[src/rtl/ttm4_pkg.sv]
// Shared opcode, FSM state and field-width definitions for the TTM4 sequencer.
// TTM4_STEP_EN adds a WAIT state ahead of FETCH for single-stepping.
package ttm4_pkg;

    localparam int OP_W    = 3;
    localparam int DATA_W  = 4;
    localparam int ADDR_W  = 4;
    localparam int INSTR_W = 8;

    localparam logic [OP_W-1:0] OP_ADDI = 3'd0;
    localparam logic [OP_W-1:0] OP_SUBI = 3'd1;
    localparam logic [OP_W-1:0] OP_ADD  = 3'd2;
    localparam logic [OP_W-1:0] OP_ANDI = 3'd3;
    localparam logic [OP_W-1:0] OP_ORI  = 3'd4;
    localparam logic [OP_W-1:0] OP_XORI = 3'd5;
    localparam logic [OP_W-1:0] OP_IO   = 3'd6;
    localparam logic [OP_W-1:0] OP_JMP  = 3'd7;

`ifdef TTM4_STEP_EN
    typedef enum logic [1:0] {S_FETCH, S_DECODE, S_EXEC, S_WAIT} state_t;
    // State entered after reset and after every EXEC.
    localparam state_t S_RESUME = S_WAIT;
`else
    typedef enum logic [1:0] {S_FETCH, S_DECODE, S_EXEC} state_t;
    localparam state_t S_RESUME = S_FETCH;
`endif

endpackage

[src/rtl/ttm4_decoder.sv]
// Instruction decoder: IR + EXEC qualifier -> ALU controls, write enables, jump-taken.
// Latency: combinational. Backpressure: none; all controls idle outside EXEC.
// Jump condition reads the ALU carry, which the ALU updates only on FA ops.
module ttm4_decoder
    import ttm4_pkg::*;
(
    input  logic [INSTR_W-1:0] ir,
    input  logic               exec,
    input  logic               c_flag,
    output logic [1:0]         sel,
    output logic               n_fa_en,
    output logic               n_and_en,
    output logic               n_or_en,
    output logic               n_xor_en,
    output logic [DATA_W-1:0]  im,
    output logic               alu_we,
    output logic               in_we,
    output logic               out_we,
    output logic               jump_taken
);

    logic [OP_W-1:0] op;
    assign op = ir[INSTR_W-1 -: OP_W];

    always_comb begin
        sel        = 2'b00;
        n_fa_en    = 1'b1;
        n_and_en   = 1'b1;
        n_or_en    = 1'b1;
        n_xor_en   = 1'b1;
        im         = '0;
        alu_we     = 1'b0;
        in_we      = 1'b0;
        out_we     = 1'b0;
        jump_taken = 1'b0;
        if (exec) begin
            im = ir[DATA_W-1:0];
            case (op)
                OP_ADDI: begin n_fa_en  = 1'b0; alu_we = 1'b1; end
                OP_SUBI: begin n_fa_en  = 1'b0; sel = 2'b10; alu_we = 1'b1; end
                OP_ADD:  begin n_fa_en  = 1'b0; sel = 2'b01; alu_we = 1'b1; end
                OP_ANDI: begin n_and_en = 1'b0; alu_we = 1'b1; end
                OP_ORI:  begin n_or_en  = 1'b0; alu_we = 1'b1; end
                OP_XORI: begin n_xor_en = 1'b0; alu_we = 1'b1; end
                OP_IO: begin
                    in_we  = ir[4];
                    out_we = !ir[4];
                end
                // r=0 is an unconditional JMP, r=1 is JNC
                OP_JMP:  jump_taken = !ir[4] || !c_flag;
                default: ;
            endcase
        end
    end

endmodule

[src/rtl/ttm4_sequencer.sv]
// TTM4 sequencer: fetch/decode/exec FSM, PC, IR, registers A/B and OUT_PORT.
// Latency: 3 cycles per instruction (4 with TTM4_STEP_EN and STEP held high).
// Backpressure: none; TTM4_STEP_EN holds in WAIT until STEP is sampled high.
module ttm4_sequencer
    import ttm4_pkg::*;
(
    input  logic               CLK,
    input  logic               RST,
`ifdef TTM4_STEP_EN
    input  logic               STEP,
`endif
    output logic [ADDR_W-1:0]  ROM_ADDR,
    input  logic [INSTR_W-1:0] ROM_DATA,
    output logic [DATA_W-1:0]  LOADBUS,
    input  logic [DATA_W-1:0]  STOREBUS,
    output logic [DATA_W-1:0]  IM,
    output logic [DATA_W-1:0]  Y,
    output logic [1:0]         SEL,
    output logic               nFA_EN,
    output logic               nAND_EN,
    output logic               nOR_EN,
    output logic               nXOR_EN,
    input  logic               C_FLAG,
    input  logic               Z_FLAG,
    input  logic [DATA_W-1:0]  IN_PORT,
    output logic [DATA_W-1:0]  OUT_PORT,
    output logic               RETIRE
);

    state_t              state;
    state_t              state_nxt;
    logic [ADDR_W-1:0]   pc;
    logic [INSTR_W-1:0]  ir;
    logic [DATA_W-1:0]   reg_a;
    logic [DATA_W-1:0]   reg_b;
    logic                exec;
    logic                alu_we;
    logic                in_we;
    logic                out_we;
    logic                jump_taken;
    logic                unused_z;

    assign unused_z = Z_FLAG;

    // Reset aborts an in-flight EXEC: no ALU drive, no write-back, no RETIRE.
    assign exec     = (state == S_EXEC) && !RST;
    assign RETIRE   = exec;
    assign ROM_ADDR = pc;
    assign LOADBUS  = ir[4] ? reg_b : reg_a;
    assign Y        = ir[4] ? reg_a : reg_b;

    ttm4_decoder u_decoder (
        .ir         (ir),
        .exec       (exec),
        .c_flag     (C_FLAG),
        .sel        (SEL),
        .n_fa_en    (nFA_EN),
        .n_and_en   (nAND_EN),
        .n_or_en    (nOR_EN),
        .n_xor_en   (nXOR_EN),
        .im         (IM),
        .alu_we     (alu_we),
        .in_we      (in_we),
        .out_we     (out_we),
        .jump_taken (jump_taken)
    );

    always_comb begin
        state_nxt = state;
        case (state)
            S_FETCH:  state_nxt = S_DECODE;
            S_DECODE: state_nxt = S_EXEC;
            S_EXEC:   state_nxt = S_RESUME;
`ifdef TTM4_STEP_EN
            S_WAIT:   state_nxt = STEP ? S_FETCH : S_WAIT;
`endif
            default:  state_nxt = S_FETCH;
        endcase
    end

    always_ff @(posedge CLK) begin
        if (RST) begin
            state    <= S_RESUME;
            pc       <= '0;
            ir       <= '0;
            reg_a    <= '0;
            reg_b    <= '0;
            OUT_PORT <= '0;
        end else begin
            state <= state_nxt;
            if (state == S_DECODE) begin
                ir <= ROM_DATA;
            end
            if (exec) begin
                if (alu_we) begin
                    if (ir[4]) reg_b <= STOREBUS;
                    else       reg_a <= STOREBUS;
                end
                if (in_we)  reg_a    <= IN_PORT;
                if (out_we) OUT_PORT <= reg_a;
                pc <= jump_taken ? ir[ADDR_W-1:0] : pc + 4'd1;
            end
        end
    end

endmodule

[config.mk]
export PLATFORM = sky130hd
export DESIGN_NAME = ttm4_sequencer
export DESIGN_NICKNAME = d
export VERILOG_FILES = /design/src/rtl/ttm4_pkg.sv /design/src/rtl/ttm4_decoder.sv /design/src/rtl/ttm4_sequencer.sv
export SDC_FILE = /design/constraint.sdc
export NUM_CORES = 1
export LEC_CHECK = 0
export CAP_MARGIN = 20
export CORE_MARGIN = 10
export CORE_UTILIZATION = 40
export CTS_CLUSTER_DIAMETER = 40
export CTS_CLUSTER_SIZE = 8
export DETAILED_ROUTE_END_ITERATION = 10
export HOLD_SLACK_MARGIN = 0.1
export PLACE_DENSITY_LB_ADDON = 0.25
export SLEW_MARGIN = 20
export SYNTH_ARGS = -nofsm -noshare
export SYNTH_HDL_FRONTEND = slang
export SYNTH_SLANG_ARGS = --single-unit
[constraint.sdc]
create_clock -name CLK -period 1.53 [get_ports CLK]
set_input_delay 0.153 -clock CLK [delete_from_list [all_inputs] [get_ports CLK]]
set_output_delay 0.153 -clock CLK [all_outputs]
set_load 0.01 [all_outputs]
Yosys cells after proc, flatten, opt, wreduce, memory -nomap -nowiden
Cells that the tools add are included.
{"block": "totals", "inputBits": 20, "register_bits": 26, "output_inout_bits": 27, "wordCells": 56}
{"block": "classes", "eq_ne": 10, "mux": 26, "n_reduce_logical": 13, "n_addsub": 1}
{"cell": "two-way mux 4 bit", "count": 7}
{"cell": "two-way mux 1 bit", "count": 16}
{"cell": "equality test 3 bit (second input constant)", "count": 4}
{"cell": "case mux 2 bit (2 select lines)", "count": 2}
{"cell": "equality test 3 x 2 -> 1 bit (second input constant)", "count": 2}
{"cell": "AND reduction 3 bit", "count": 2}
{"cell": "OR reduction 6 bit", "count": 1}
{"cell": "adder 4 x 1 -> 4 bit (second input constant)", "count": 1}
{"cell": "equality test 3 x 1 -> 1 bit (second input constant)", "count": 1}
{"cell": "logical NOT 1 bit", "count": 3}
{"cell": "logical NOT 3 bit", "count": 1}
{"cell": "OR reduction 3 bit", "count": 1}
{"cell": "equality test 2 x 1 -> 1 bit (second input constant)", "count": 1}
{"cell": "equality test 2 bit (second input constant)", "count": 1}
{"cell": "logical NOT 2 bit", "count": 1}
{"cell": "two-way mux 2 bit", "count": 1}
{"cell": "inequality test 2 x 1 -> 1 bit (second input constant)", "count": 1}
{"cell": "AND reduction 2 bit", "count": 1}
{"cell": "nonzero test 2 bit", "count": 1}
{"cell": "logical AND 1 bit", "count": 1}
{"cell": "logical OR 1 bit", "count": 1}

Longest topological paths before layout
Gate-level depths: netlist of the first run.
{"block": "depth", "ltp_word": 6, "depth_mapped": 8}

Modules after synthesis
A second synthesis of the first run with hierarchy kept.
{"block": "unflattened", "hier_cells": 165, "area_unflattened_um2": 1332.5}
{"mod": "ttm4_sequencer", "cells_per_inst": 147, "instances": 1, "area_per_inst_um2": 1206.2}
{"mod": "ttm4_decoder", "cells_per_inst": 18, "instances": 1, "area_per_inst_um2": 126.4}

Worst setup path before layout of the first run
No wires, ideal clock.
{"block": "synth_timing", "kind": "reg2reg", "from": "reg state[1]", "to": "reg pc[3], in the netlist ROM_ADDR[3]", "synth_period_minus_slack_ps": 1644, "stages_incl_launch_ff": 8, "required_ps": 1456, "arrival_time_ps": 1569, "setup_time_ps": 74, "path_buffers": 2, "slack_ps": -114, "cell_sequence": "dfxtp_1 > or3b_4 > buf_8 > inv_4 > and4_4 > buf_6 > or4_1 > a31oi_1"}
{"block": "synth_via", "elab_chain_len": 4}
{"item": "start, declared", "line_no": "ttm4_sequencer.sv:30", "source": "state_t state;"}
{"item": "start signal, assigned", "line_no": "ttm4_sequencer.sv:90", "source": "state <= state_nxt;"}
{"item": "equality test 2 bit *", "line_no": "ttm4_sequencer.sv:46", "source": "assign exec = (state == S_EXEC) && !RST;"}
{"item": "logical AND 1 bit *", "line_no": "ttm4_sequencer.sv:46"}
{"item": "two-way mux 1 bit", "line_no": "ttm4_decoder.sv:36", "source": "if (exec) begin"}
{"item": "two-way mux 4 bit", "line_no": "ttm4_sequencer.sv:101", "source": "pc <= jump_taken ? ir[ADDR_W-1:0] : pc + 4'd1;"}
{"item": "end signal, assigned", "line_no": "ttm4_sequencer.sv:101"}
{"item": "end, declared", "line_no": "ttm4_sequencer.sv:32", "source": "logic [ADDR_W-1:0] pc;"}
Mark *: on every way between the ends. The rest lies on a longest branch, timed or not.
A chain may end at the register's enable or synchronous reset.

Final worst setup path of the first run
{"block": "layout_timing", "from": "reg state[1]", "to": "out nFA_EN"}
{"block": "layout_via", "elab_chain_len": 3}
{"item": "equality test 2 bit", "line_no": "ttm4_sequencer.sv:46"}
{"item": "logical AND 1 bit", "line_no": "ttm4_sequencer.sv:46"}
{"item": "two-way mux 1 bit", "line_no": "ttm4_decoder.sv:36"}
{"item": "end, declared", "line_no": "ttm4_sequencer.sv:19", "source": "output logic nFA_EN,"}
Every way passes these cells.

==> results of run 1 <==
placed cells by master (no fill, tap or decap), types with 2 or more instances in the layout:
master and n:
a2111oi_4 4, a21oi_1 8, and2_4 5, buf_12 2, buf_2 5, buf_4 18, buf_6 14, clkbuf_2 5
clkbuf_4 3, clkdlybuf4s50_1 26, dfxtp_1 21, dfxtp_2 4, dlygate4sd2_1 3, inv_1 4, mux2_2 4, mux2i_1 8
nand2_1 25, nand3_1 2, nand4_1 2, nor2_1 19, nor3_1 3, nor4b_4 2, o21ai_0 4
worst max-delay path: stages, from the launching register on:
cell and delay [ps]:
dfxtp_2 360, or3b_4 440, or3_4 350, buf_6 130
cells by family (layout without fill, tap and decap cells):
group,after synthesis,in the layout,synth area share [%]
AND/OR/NAND/NOR,74,74,30.4
AO/OA/AOI/OAI,22,22,12.4
buffers and inverters,16,82,6.97
multiplexers,12,12,9.54
adder cells (fa/ha/maj),1,1,0.954
flip-flops,26,26,39.7
layer usage:
layer / track usage (%) / share of wire, % / vias to the layer above / wire [µm]
li1: - / - / 651 / -
met1: 13.7 / 42 / 610 / 1670
met2: 23.1 / 53 / 28 / 2100
met3: 3.15 / 3.7 / 6 / 148
met4: 2.74 / 1.5 / 0 / 58
met5: 0 / 0 / - / 0
repair_timing:
action	in CTS	in global routing
pin swaps	14	6
hold buffers	0	0
endpoints found under the hold margin	0	0
cloned	0	0
setup buffers	4	4
endpoints found under the setup margin	35	32
gates resized for setup	85	19
area by class of cell:
cell class | instances | share of cell area, %
sequential | 26 | 24.6
tap | 44 | 2.56
inverter | 5 | 1.10
clock buffer | 4 | 1.69
timing repair buffer | 73 | 31.1
multi-input combinational | 109 | 39.0
synthesized netlist by cell type (all sizes together):
cell and count:
dfxtp 26, nand2 25, nor2 20, a21oi 9, mux2i 8, and2 6
clkbuf 6, buf 5, inv 5, a2111oi 4, mux2 4, o21ai 4
nand3 3, nor3 3, nor4b 3, nand3b 2, nand4 2, nor3b 2
a21boi 1, a22oi 1, a311oi 1, a31oi 1, and4 1, ha 1
nand2b 1, nand4b 1, nor2b 1, nor4 1, o31ai 1, or3 1
or3b 1, or4 1
metrics by stage:
| step | TNS, ps | utilization, % | hold slack [ps] |
|---|---|---|---|
| global route | -4330 | 69.4 | 363 |
| floorplan | -320 | - | 289 |
| detailed placement | -12010 | 61.5 | 454 |
| CTS | -2710 | 66.7 | 360 |
| finish | -2510 | 69.4 | 360 |
| global placement | -11100 | 61.5 | 444 |
power by group:
| part | internal (µW) | switching, µW |
|---|---|---|
| Clock | 145 | 207 |
| Sequential | 704 | 31.0 |
| Combinational | 150 | 113 |
worst min-delay path by stage:
stage                start    end  slack, ps  cells past startpoint
2_1_floorplan  ROM_DATA[0]  ir[0]        290                      2
3_3_place_gp         ir[0]  ir[0]        440                      2
3_5_place_dp         ir[0]  ir[0]        450                      2
4_1_cts        ROM_DATA[3]  ir[3]        360                      3
5_1_grt        ROM_DATA[0]  ir[0]        360                      3
6_report       ROM_DATA[3]  ir[3]        360                      3
sequential cells by signal (all words and copies together), names as in the netlist:
name      cells
reg_a         4
state         2
ir            8
ROM_ADDR      4
reg_b         4
OUT_PORT      4
==> metrics, run 1 <==
status complete, but fails checks; failing checks setup timing; crit path launch state[1]; Die W around 77 µm; routability cong. 0.793; Die H 77.3 µm; 1st-pass router iterations 4; initial antenna violation count 0; Iteration-0 DRC Markers 55; Area Growth Syn to Fin 64.2%; Cell variety after synth 37; full die area a little under 0.006 mm²; worst slew pin tran 336 ps; Synth area leader dfxtp_1; Reg2Reg Launch Point state[1]; post-placement setup slack -626 ps; Leak 0.000835 µW; worst-skew pair later-pin latency between 300 and 400 ps; Setup crit end kind output port; final non-filler cell total 261; I/O Pins 47; Final period util 114%; Startpoint Class register; Final Power 1350 µW; pin count of the biggest net entering global routing 28; footprint of the multi-input gates 840 µm²; row count 20; Hold WC Path Type in2reg; Synthesized Nets 172; Final Cell Area 0.00215 mm²; Fmax 572 MHz; DP Cell Count 249; Peak supply drop 0.000522 V; Post-DRT Antenna Nets 0; final setup fails 25; r2r worst-path depth 6; Port Buffer Count 45; CTS clk-pin slew, worst paths between 100 and 150 ps; fin crit period 1750 ps; CTS tree yes; Post-Synthesis Cells 151; register area between 500 and 600 µm²; FF-to-FF setup slack -160 ps; H-tree depth 1; post-synth top area share 39.7%; total number of vias around 1.3k; Reg-to-Reg End reg_a[3]; sequential cell area fraction in the yosys report 39.7%; WL/cell 15.2 µm; Post-Syn Area 0.00131 mm²; relative slew slack about 78%; CTS Buf Count 3; CTS root buf clkbuf_4; clk buf depth 2; via/cell ratio 4.96; CORE AREA 0.00310 mm²; Pwr Density 627 mW/mm²; placed cell areas about 0.0019 mm²; Initial Utilization 42.3%; Crit path arrival time 1600 ps; CTS sink cnt 26; global-route wire length before repair ~6.3 mm; Routed WL 3.98 mm; crit path kind reg2out; number of global-route vias before repair 1297; number of synthesized register bits 26; # fillers 258; Final Worst Setup Slack -219 ps; main area contributors after synthesis dfxtp_1, nand2_1, mux2i_1; MaxCap Viol Count 0; RSZ-0062 raised after global routing yes; all-layer global routing usage 12.4%; DRC Markers 0; clk_skew 4.36 ps; hpwl dp 2.73 mm; number of diodes 0; Worst Path Required 1380 ps; Worst Path Max Fanout 6; Congestion Overflow GR 0; layout cell share with drive strength beyond 1 37.3%; Worst Setup EP nFA_EN; Final Slew Violations 0; Mean Syn Cell Area ~8.7 µm²; YS warnings 0; NumNets Final 239; Fin. Hold Viols 0
Note: power is estimated with default switching activity, not from simulation.
==> run 2, diff against run 1 <==
- PLACE_DENSITY: not set -> 0.85
- PLACE_DENSITY_LB_ADDON: 0.25 -> not set
==> run 2 against run 1 <==
Against the previous run: the run still ends with setup timing left; via count grew 4.7%; clock skew grew 8.9 ps; cell count grew 3.1%; register-to-register slack lost 90 ps; fmax shrank 1.8%; sequential share of layout area shrank 0.73 points; die area is the same; count of clock-buffer cells in the layout shrank 1; final area grew 2.6%; sequential power is essentially flat; largest cell class unchanged.
==> metrics, run 2 (same netlist as run 1, synthesis figures left out) <==
Die W 77.3 µm (unchanged); cell chain of the critical path or3b_4 -> clkinv_4 -> buf_6 -> buf_6 -> and4_4 -> or4_1 -> a31oi_1 (was or3b_4 -> or3_4 -> buf_6); Fmax 561 MHz (was 572 MHz); Reg2Reg Launch Point state[1] (unchanged); Area Growth Syn to Fin 68.4% (was 64.2%); DRC Markers 0 (unchanged); Crit path max-delay family simple AND/OR/NAND/NOR gates (unchanged); Worst Path Max Fanout 5 (was 6); CTS Buf Count 3 (unchanged); worst path buffer plus inverter count 3 (was 1); share of power burned in registers 57.0% (was 54.5%); crit path launch state[1] (unchanged); CP max stage delay 500 ps (was 440 ps); worst-skew pair later-pin latency 310 ps (was 320 ps); Initial Utilization 42.3% (unchanged); Setup crit end kind register (was output port); Int Power 950 µW (was 999 µW); DP Cell Count 247 (was 249); MaxCap Viol Count 0 (unchanged); Post-DRT Antenna Nets 0 (unchanged); total number of vias 1356 (was 1295); relative slew slack 75.0% (was 77.6%); Clock power frac 21.9% (was 26.1%); Psw 339 µW (was 350 µW); clk_skew 13.3 ps (was 4.36 ps); Stages on worst setup path 7 (was 3); r2r worst-path depth 7 (was 6); clk buf depth 2 (unchanged); Crit-path slowest cell or4_1 (was or3b_4); Congestion Overflow GR 0 (unchanged); Largest register FFs 8 (unchanged); CTS clk-pin slew, worst paths 140 ps (about the same); hpwl dp 2.68 mm (was 2.73 mm); all-layer global routing usage 12.6% (was 12.4%); number of diodes 0 (unchanged); Hold WC Path Type in2reg (unchanged); Worst Path Required 1790 ps (was 1380 ps); Final Slew Violations 0 (unchanged); pin count of the biggest net entering global routing 27 (was 28); full die area 0.00597 mm² (unchanged); fin crit period 1780 ps (was 1750 ps); Startpoint Class register (unchanged); layout cell share with drive strength beyond 1 40.0% (was 37.3%); Port Buffer Count 45 (unchanged); CTS tree yes (unchanged); row count 20 (unchanged); I/O Pins 47 (unchanged); Final Worst Setup Slack -252 ps (was -219 ps); H-tree depth 1 (unchanged); status complete, but fails checks (unchanged); Peak supply drop 0.000462 V (was 0.000522 V); most used cell, CP buf_6; global-route wire length before repair 6.31 mm (was 6.26 mm); Iteration-0 DRC Markers 75 (was 55); most common cell after layout, fill and taps aside clkdlybuf4s50_1 (unchanged); post-layout util 71.2% (was 69.4%); CORE AREA 0.00310 mm² (unchanged); NumNets Final 248 (was 239); Crit path arrival time 2040 ps (was 1600 ps); failing checks setup timing (unchanged); Die H 77.3 µm (unchanged); CTS root buf clkbuf_4 (unchanged); hold path depth 3 (unchanged); via/cell ratio 5.04 (was 4.96); CTS sink cnt 26 (unchanged); Fin. Hold Viols 0 (unchanged); routability cong. 0.823 (was 0.793); Final period util 116% (was 114%); final setup fails 23 (was 25); FF-to-FF setup slack -250 ps (was -160 ps); RSZ-0062 raised after global routing yes (unchanged); crit path kind reg2reg (was reg2out); Worst Setup EP ROM_ADDR[3] (was nFA_EN); Pwr Density 584 mW/mm² (was 627 mW/mm²); commonest non-fill, non-tap cells in the layout clkdlybuf4s50_1, nand2_1, dfxtp_1, buf_6, buf_4 (was clkdlybuf4s50_1, nand2_1, dfxtp_1, nor2_1, buf_4); final non-filler cell total 269 (was 261); Reg-to-Reg End ROM_ADDR[3] (was reg_a[3]); WL/cell 15.8 µm (was 15.2 µm); 1st-pass router iterations 4 (unchanged); number of global-route vias before repair 1293 (was 1297); worst slew pin tran 375 ps (was 336 ps); Routed WL 4.26 mm (was 3.98 mm); Leak 0.000875 µW (was 0.000835 µW); Top reg by flops ir (unchanged); final hold slack 374 ps (was 360 ps); switch share 26.3% (was 26.0%); Logic pwr share 21.1% (was 19.4%); initial antenna violation count 0 (unchanged)
run 2: cell types whose count changed in the layout (fill, tap and decap cells not counted), moves of 2 or more:
cell / delta
buf_4: +3
buf_12: -2
nor3_1: -2
buf_6: +7
nor3_2: +2
run 2: power groups by stage:
stage	Combinational, µW	Sequential, µW	Clock (µW)
finish	272	735	283
floorplan	105	738	0
CTS	241	729	288
global placement	212	742	0
detailed placement	215	742	0
global route	291	740	329
run 2: cell type report:
cell class | count | area, µm²
multi-input combinational | 109 | 841
fill | 225 | 895
timing repair buffer | 82 | 739
tap | 44 | 55.1
sequential | 26 | 527
inverter | 5 | 23.8
clock buffer | 3 | 22.5
run 2: how the worst min path moves through the flow:
| stage | from | to | slack, ps |
|---|---|---|---|
| after floorplan | ROM_DATA[0] | ir[0] | 290 |
| after global placement | ir[0] | ir[0] | 450 |
| after detailed placement | ir[0] | ir[0] | 470 |
| after CTS | ROM_DATA[5] | ir[5] | 360 |
| after global routing | ROM_DATA[5] | ir[5] | 370 |
| final | ROM_DATA[5] | ir[5] | 370 |
run 2: per-stage QoR:
step	instance area [µm²]	TNS [ps]	power, µW	worst slack [ps]
final	2210	-3550	1290	-252
after global routing	2210	-5310	1360	-339
after CTS	2050	-2890	1260	-240
after detailed placement	1890	-10640	957	-592
after global placement	1890	-10060	954	-507
after floorplan	1320	-320	844	-38.3
run 2: what timing repair did:
action / in CTS / in global routing
hold buffers: 0 / 0
gates resized for setup: 82 / 29
buffers inserted: 8 / 12
endpoints found under the setup margin: 34 / 30
cloned: 0 / 0
pin swaps: 11 / 9
run 2: worst register-to-register path: cells and delay by family (launching register included):
| family | cells | cell delay [ps] |
|---|---|---|
| buffers and inverters | 3 | 310 |
| AO/OA/AOI/OAI | 1 | 160 |
| AND/OR/NAND/NOR | 3 | 920 |
| flip-flops | 1 | 340 |
run 2: per-layer routing:
| metal | vias to the layer above | routed length [µm] | track usage (%) |
|---|---|---|---|
| met1 | 643 | 1770 | 14.2 |
| li1 | 671 | - | - |
| met3 | 6 | 160 | 2.68 |
| met2 | 36 | 2240 | 22.6 |
| met4 | 0 | 90 | 4.38 |
| met5 | - | 0 | 0 |
==> run 3, diff against run 2 <==
- CORE_ASPECT_RATIO: not set -> 0.5
==> run 3 against run 2 <==
Against the previous run: the flow still finishes with violations (setup timing); sequential cell count unchanged; core utilization down 0.72 points; first-iteration DRC count down 19%; non-clock buffer count down 2; final area down 2.2%; setup slack better by 53 ps; worst hold slack better by 50 ps; clock power up 35%.
==> metrics, run 3 (same netlist as run 1, synthesis figures left out) <==
Startpoint Class register (unchanged); Die W 101 µm (was 77.3 µm); Psw 353 µW (was 339 µW); CORE AREA 0.00307 mm² (was 0.00310 mm²); post-layout util 70.4% (was 71.2%); worst-skew pair later-pin latency 270 ps (was 310 ps); MaxCap Viol Count 0 (unchanged); worst slew pin tran 389 ps (was 375 ps); Initial Utilization 42.8% (was 42.3%); clk buf depth 2 (unchanged); Hold WC Path Type in2reg (unchanged); Final Slew Violations 0 (unchanged); Largest register FFs 8 (unchanged); Port Buffer Count 45 (unchanged); crit path kind reg2reg (unchanged); total number of vias 1438 (was 1356); CTS root buf clkbuf_8 (was clkbuf_4); Routed WL 4.74 mm (was 4.26 mm); Worst Path Required 1690 ps (was 1790 ps); fin crit period 1730 ps (was 1780 ps); CTS Buf Count 3 (unchanged); WL/cell 18.0 µm (was 15.8 µm); Iteration-0 DRC Markers 61 (was 75); Reg2Reg Launch Point state[0] (was state[1]); H-tree depth 1 (unchanged); # fillers 206 (was 225); Final period util 113% (was 116%); Post-DRT Antenna Nets 0 (unchanged); Worst Path Max Fanout 6 (was 5); I/O Pins 47 (unchanged); post-placement setup slack -585 ps (was -592 ps); number of global-route vias before repair 1354 (was 1293); initial antenna violation count 0 (unchanged); Setup crit end kind register (unchanged); Congestion Overflow GR 0 (unchanged); Area Growth Syn to Fin 64.7% (was 68.4%); setup TNS -2680 ps (was -3550 ps); Die H 60.5 µm (was 77.3 µm); Final Worst Setup Slack -199 ps (was -252 ps); hold path depth 3 (unchanged); CTS clk-pin slew, worst paths 80 ps (was 140 ps); Clock power frac 27.8% (was 21.9%); Final Power 1380 µW (was 1290 µW); routability cong. 0.805 (was 0.823); commonest non-fill, non-tap cells in the layout clkdlybuf4s50_1, nand2_1, dfxtp_1, buf_4, nor2_1 (was clkdlybuf4s50_1, nand2_1, dfxtp_1, buf_6, buf_4); Pwr Density 638 mW/mm² (was 584 mW/mm²); 1st-pass router iterations 4 (unchanged); full die area 0.00611 mm² (was 0.00597 mm²); Reg-to-Reg End OUT_PORT[3] (was ROM_ADDR[3]); switch share 25.6% (was 26.3%); final setup fails 21 (was 23); CTS tree yes (unchanged); Hold Startpoint ROM_DATA[5] (unchanged); pin count of the biggest net entering global routing 27 (unchanged); Peak supply drop 0.000580 V (was 0.000462 V); hpwl dp 2.82 mm (was 2.68 mm); Fin. Hold Viols 0 (unchanged); layout cell share with drive strength beyond 1 38.1% (was 40.0%); hold endpoint ir[5] (unchanged); Logic pwr share 19.0% (was 21.1%); NumNets Final 246 (was 248); row count 14 (was 20); Crit path arrival time 1880 ps (was 2040 ps); r2r worst-path depth 6 (was 7); Leak 0.000864 µW (was 0.000875 µW); CTS sink cnt 26 (unchanged); Int Power 1030 µW (was 950 µW); number of diodes 0 (unchanged); via/cell ratio 5.47 (was 5.04); share of power burned in registers 53.2% (was 57.0%); RSZ-0062 raised after global routing yes (unchanged); DRC Markers 0 (unchanged); hold-fix buffers at CTS 0 (unchanged); Fmax 578 MHz (was 561 MHz); clk_skew 3.00 ps (was 13.3 ps); Top reg by flops ir (unchanged); global-route wire length before repair 6.31 mm (about the same); relative slew slack 74.0% (was 75.0%); status complete, but fails checks (unchanged); failing checks setup timing (unchanged); FF-to-FF setup slack -200 ps (was -250 ps); most common cell after layout, fill and taps aside clkdlybuf4s50_1 (unchanged); all-layer global routing usage 13.0% (was 12.6%)
run 3: cell count changes in the layout (fill, tap and decap cells not counted), sizes merged:
cell           previous run  this run
dlygate4sd1               0         1
buf                      48        46
dlygate4sd2               4         2
clkdlybuf4s15             0         1
run 3: power by group through the flow:
stage / logic (µW) / registers [µW] / clock network (µW)
CTS: 230 / 732 / 386
finish: 262 / 734 / 383
detailed placement: 210 / 750 / 0
global placement: 206 / 749 / 0
global route: 278 / 738 / 421
floorplan: 105 / 738 / 0
run 3: worst max-delay path, stage by stage, from the launching register on:
cell and delay, ps:
dfxtp_2 320, or3b_4 450, buf_6 140, nor4_4 230
buf_6 170, mux2i_1 230, nor2_1 60
run 3: layout make-up:
cell class	count	area, µm²	area share (%)
Multi-Input combinational cell	109	813	37.7
Timing Repair Buffer	80	704	32.6
Sequential cell	26	527	24.4
Tap cell	40	50.0	2.32
Clock buffer	3	41.3	1.91
Inverter	5	23.8	1.10
run 3: what timing repair did:
item	4_1_cts	5_1_grt
setup endpoints to repair	35	30
gates resized for setup	67	38
pin swaps	11	9
setup buffers	13	3
run 3: worst max path at each step:
| stage | start | depth (start not counted) | end | slack (ps) |
|---|---|---|---|---|
| detailed placement | RST | 4 | SEL[0] | -590 |
| global placement | RST | 4 | nFA_EN | -500 |
| floorplan | state[1] | 6 | reg_a[0] | -40 |
| CTS | state[0] | 6 | reg_a[0] | -160 |
| global route | state[0] | 7 | ROM_ADDR[1] | -280 |
| finish | state[0] | 6 | OUT_PORT[3] | -200 |
run 3: per-stage QoR:
| step | cell area, µm² | cells | hold slack (ps) |
|---|---|---|---|
| after detailed placement | 1910 | 246 | 470 |
| final | 2160 | 263 | 424 |
| after global placement | 1910 | 246 | 448 |
| after global routing | 2160 | 263 | 424 |
| after CTS | 2030 | 261 | 426 |
| after floorplan | 1320 | 151 | 289 |
run 3: per-layer routing:
| metal | GRT usage [%] | routed length [µm] | part of all wire [%] |
|---|---|---|---|
| met2 | 25.1 | 2500 | 53 |
| met3 | 4.20 | 308 | 6.5 |
| met1 | 13.1 | 1760 | 37 |
| met5 | 0 | 0 | 0 |
| met4 | 4.93 | 163 | 3.4 |
